<file path="src/rtl/instr_queue.sv">
// Instruction queue between fetch and decode: DEPTH-entry FIFO with hold-last-word output,
// flush, sticky overflow and optional empty-queue write-through (INSTR_QUEUE_BYPASS_EN).
module instr_queue #(
    parameter int              WIDTH   = 16,
    parameter int              DEPTH   = 4,
    parameter logic [WIDTH-1:0] RST_VAL = '0
) (
    input  logic                         clk,
    input  logic                         rst_b,
    input  logic                         flush,
    input  logic                         wr_en,
    input  logic [WIDTH-1:0]             wr_data,
    output logic                         full,
    input  logic                         rd_en,
    output logic [WIDTH-1:0]             rd_data,
    output logic                         valid,
    output logic [$clog2(DEPTH+1)-1:0]   count,
    output logic                         ovf
);

    localparam int AW = $clog2(DEPTH);
    localparam int CW = $clog2(DEPTH+1);
    localparam logic [CW-1:0] DEPTH_C = CW'(DEPTH);

    logic [WIDTH-1:0] mem [DEPTH];
    logic [AW-1:0]    wr_ptr, rd_ptr;
    logic [CW-1:0]    cnt;
    logic [WIDTH-1:0] hold;
    logic             ovf_q;
    logic             empty, byp, byp_take, pop, store, spop;

    assign empty = (cnt == '0);
    assign full  = (cnt == DEPTH_C);
    assign count = cnt;
    assign ovf   = ovf_q;

`ifdef INSTR_QUEUE_BYPASS_EN
    assign byp = empty & wr_en & ~flush;
`else
    assign byp = 1'b0;
`endif

    always_comb begin
        valid   = ~flush & (~empty | byp);
        rd_data = hold;
        if (!flush) begin
            if (!empty)
                rd_data = mem[rd_ptr];
            else if (byp)
                rd_data = wr_data;
        end
    end

    // A bypassed word consumed in the same cycle goes straight to hold and is never stored.
    assign pop      = rd_en & valid & ~flush;
    assign byp_take = byp & rd_en;
    assign spop     = pop & ~empty;
    assign store    = wr_en & ~full & ~flush & ~byp_take;

    always_ff @(posedge clk or negedge rst_b) begin
        if (!rst_b) begin
            wr_ptr <= '0;
            rd_ptr <= '0;
            cnt    <= '0;
            hold   <= RST_VAL;
            ovf_q  <= 1'b0;
        end else if (flush) begin
            wr_ptr <= '0;
            rd_ptr <= '0;
            cnt    <= '0;
            ovf_q  <= 1'b0;
        end else begin
            if (store)
                wr_ptr <= wr_ptr + AW'(1);
            if (spop) begin
                rd_ptr <= rd_ptr + AW'(1);
                hold   <= mem[rd_ptr];
            end else if (byp_take) begin
                hold   <= wr_data;
            end
            if (store && !spop)
                cnt <= cnt + CW'(1);
            else if (spop && !store)
                cnt <= cnt - CW'(1);
            if (wr_en && full)
                ovf_q <= 1'b1;
        end
    end

    always_ff @(posedge clk or negedge rst_b) begin
        if (!rst_b) begin
            for (int unsigned i = 0; i < DEPTH; i++)
                mem[AW'(i)] <= RST_VAL;
        end else if (store) begin
            mem[wr_ptr] <= wr_data;
        end
    end

endmodule

</file>
<file path="config.mk">
export PLATFORM = sky130hd
export DESIGN_NAME = instr_queue
export DESIGN_NICKNAME = d
export VERILOG_FILES = /design/src/rtl/instr_queue.sv
export SDC_FILE = /design/constraint.sdc
export NUM_CORES = 1
export LEC_CHECK = 0
export ABC_AREA = 1
export BUFFER_PORTS_ARGS = -buffer_cell sky130_fd_sc_hd__buf_2
export CORE_MARGIN = 1.5
export CORE_UTILIZATION = 59
export DETAILED_ROUTE_END_ITERATION = 8
export PLACE_DENSITY = 0.8
export SYNTH_ARGS = -nofsm -noshare
export SYNTH_HDL_FRONTEND = slang
export SYNTH_SLANG_ARGS = --single-unit
</file>
<file path="constraint.sdc">
create_clock -name clk -period 2.41 [get_ports clk]
set_input_delay 0.3615 -clock clk [delete_from_list [all_inputs] [get_ports clk]]
set_output_delay 0.3615 -clock clk [all_outputs]
set_load 0.005 [all_outputs]
</file>
==> metrics.cfg <==
[sta]
finalHoldViolations=0
post-route-period-util_pct=90.38
skew_ns=0.01003
fmax_mhz=459.1
whs_ns=0.03126
setup_viol=0
max_slew_margin_pct=55.79
worst_pin_slew_ns=0.6631
grt_setup_unrepaired=no
slew_violations=0
min_period_ns=2.178
tns_ns=0

[yosys]
ys_warn_count=0
mappedNetlistNets=505
ys_seq_area_share_pct=52.62
async_flop_share_pct=100.0
yosysUniqueCellTypes=25
syn_avg_cell_area_um2=8.738
synth_area_mm2=0.004185
synth_ff_type=dfrtp_1
synth-edff-count=0
ys_ff_latch=88
synth_cells=479

[cells_and_area]
drive_gt1_share_pct=17.76
final_common_cell=nand2_1
fin_area_mm2=0.004554
syn2layout_area_growth_pct=8.819
layout_common_cells=nand2_1 (112), dfrtp_1 (88), o21ai_1 (76), o21ai_0 (46), inv_1 (42)
utilization_pct=66.67
antenna_cells=0
layout.nets=539

[critical_path]
worstPathRequired_ns=2.05
crit_path_end_kind=output pin
arrival_ns=1.82
path_class=reg2out
startpoint_type=register
crit_path_max_fanout=22

[drt]
ant_nets=0
vias=3268
wl_per_cell_um=13.96
drc=0
detail_route.first_pass.iterations=5
wirelength_mm=8.574
vias_per_cell=5.322
drtIter0Drc=199

[die]
die_h_um=87.23
die_w_um=87.23
row_count=30
initial_core_util_pct=61.26
core_area_mm2=0.006832
ios=43
dieArea_mm2=0.007608

[placement]
dp_hpwl_mm=5.616
routabilityCongestion=0.8609
io_buffers=42
place_area_mm2=0.004377

[clock_network]
cts_buffers=9
cts_root_buffer=clkbuf_8
cts.sinks=88
clkLatencyLatePin_ns=0.36
cts_setup_buffers=0
cts.clk_slew.worst_paths_ns=0.09
cts_max_level=3
cts_tree=done
cts_buffer_depth=2

[min_path]
hp-class=in2async

[pwr]
p_per_area_mw_per_mm2=1154
p_leak_nw=2.276
ir_drop_v=0.0005176
p_total_mw=5.258

[grt]
grt_max_degree=52
grt_overflow=0
grt.total_usage_pct=24.28
antenna_found_initial=0
grt_first_pass_wirelength_mm=13.99
grt_pass1_vias=3036

[outcome]
status=complete, no violations

[job]
max-cap-violations=0

## layout make-up
type	instances	area, um2
fillers	566	2277
flip-flops and latches	88	2202
multi-input cells	318	1597
repair buffers	50	285.3
inverters	46	176.4
clock buffers	11	141.4
well taps	96	120.1
clock inverters	5	32.53
## layer usage
metal | track usage, % | up-vias | part of all wire (%)
li1 | - | 1632 | -
met1 | 33.88 | 1514 | 47
met2 | 36.43 | 108 | 45
met3 | 6.445 | 14 | 6.8
met4 | 9.668 | 0 | 1.6
met5 | 0 | - | 0
## sequential cells by signal, indices dropped and copies added, names as in the netlist
register and flops:
rd_ptr 2, wr_ptr 2, mem 64, ovf 1, count 3, hold 16
## where the power goes
part           internal [mW]  switching, mW  total (mW)
sequential              2.07          0.300        2.37
clock                  0.399          0.510       0.909
combinational          0.788           1.19        1.98
total                   3.25           2.00        5.26
## what timing repair did
| action | 4_1_cts | 5_1_grt |
|---|---|---|
| hold buffers | 0 | 0 |
| gates resized for setup | 0 | 1 |
| endpoints found under the setup margin | 0 | 1 |
## worst max-delay path, cell delays in order, from the launching register on
cell,delay (ns)
dfrtp_1,0.42
inv_1,0.08
buf_4,0.24
o21ai_0,0.13
o22ai_1,0.29
nand2_1,0.08
o21ai_0,0.08
buf_2,0.13
## final timing paths
check | depth (start not counted) | start | slack [ns] | endpoint
worst max-delay path | 7 | rd_ptr[0] | 0.23 | rd_data[5]
worst min-delay path | 1 | rst_b | 0.03 | hold[8]
worst max register to register | 13 | count[1] | 0.37 | count[2]
worst min register to register | 2 | mem[41] | 0.48 | mem[41]
max in group asynchronous | 2 | rst_b | 1.75 | hold[6]
min in group clk | 3 | wr_en | 0.27 | ovf
## metrics by stage
| step | setup slack [ns] | instances |
|---|---|---|
| after global routing | 0.07267 | 614 |
| final | 0.2318 | 614 |
| after detailed placement | 0.3802 | 598 |
| after global placement | 0.5309 | 598 |
| after floorplan | 0.5732 | 479 |
| after CTS | 0.1143 | 614 |
## cell usage after synthesis (4+ instances only)
cell      instances  share of area, %
buf_6            13               3.5
clkbuf_1          8              0.72
dfrtp_1          88                53
ha_1              4               1.2
inv_1            43               3.9
nand2_1         112                10
nand2_4           6               1.6
nand3_1           5              0.60
nor2_1           32               2.9
o21ai_0          46               5.5
o21ai_1          76               9.1
o21ai_2          10               2.1
o22ai_1          16               2.4
## kinds of logic (layout without fill, tap and decap cells)
group	count (synthesis)	count (layout)	synth area share, %
AND/OR/NAND/NOR	160	160	16.47
AO/OA/AOI/OAI	152	152	19.79
flip-flops	88	88	52.62
buffers and inverters	73	112	9.237
adder cells (fa/ha/maj)	5	5	1.674
XOR/XNOR	1	1	0.2093
Power figures use the tool's default switching activity.
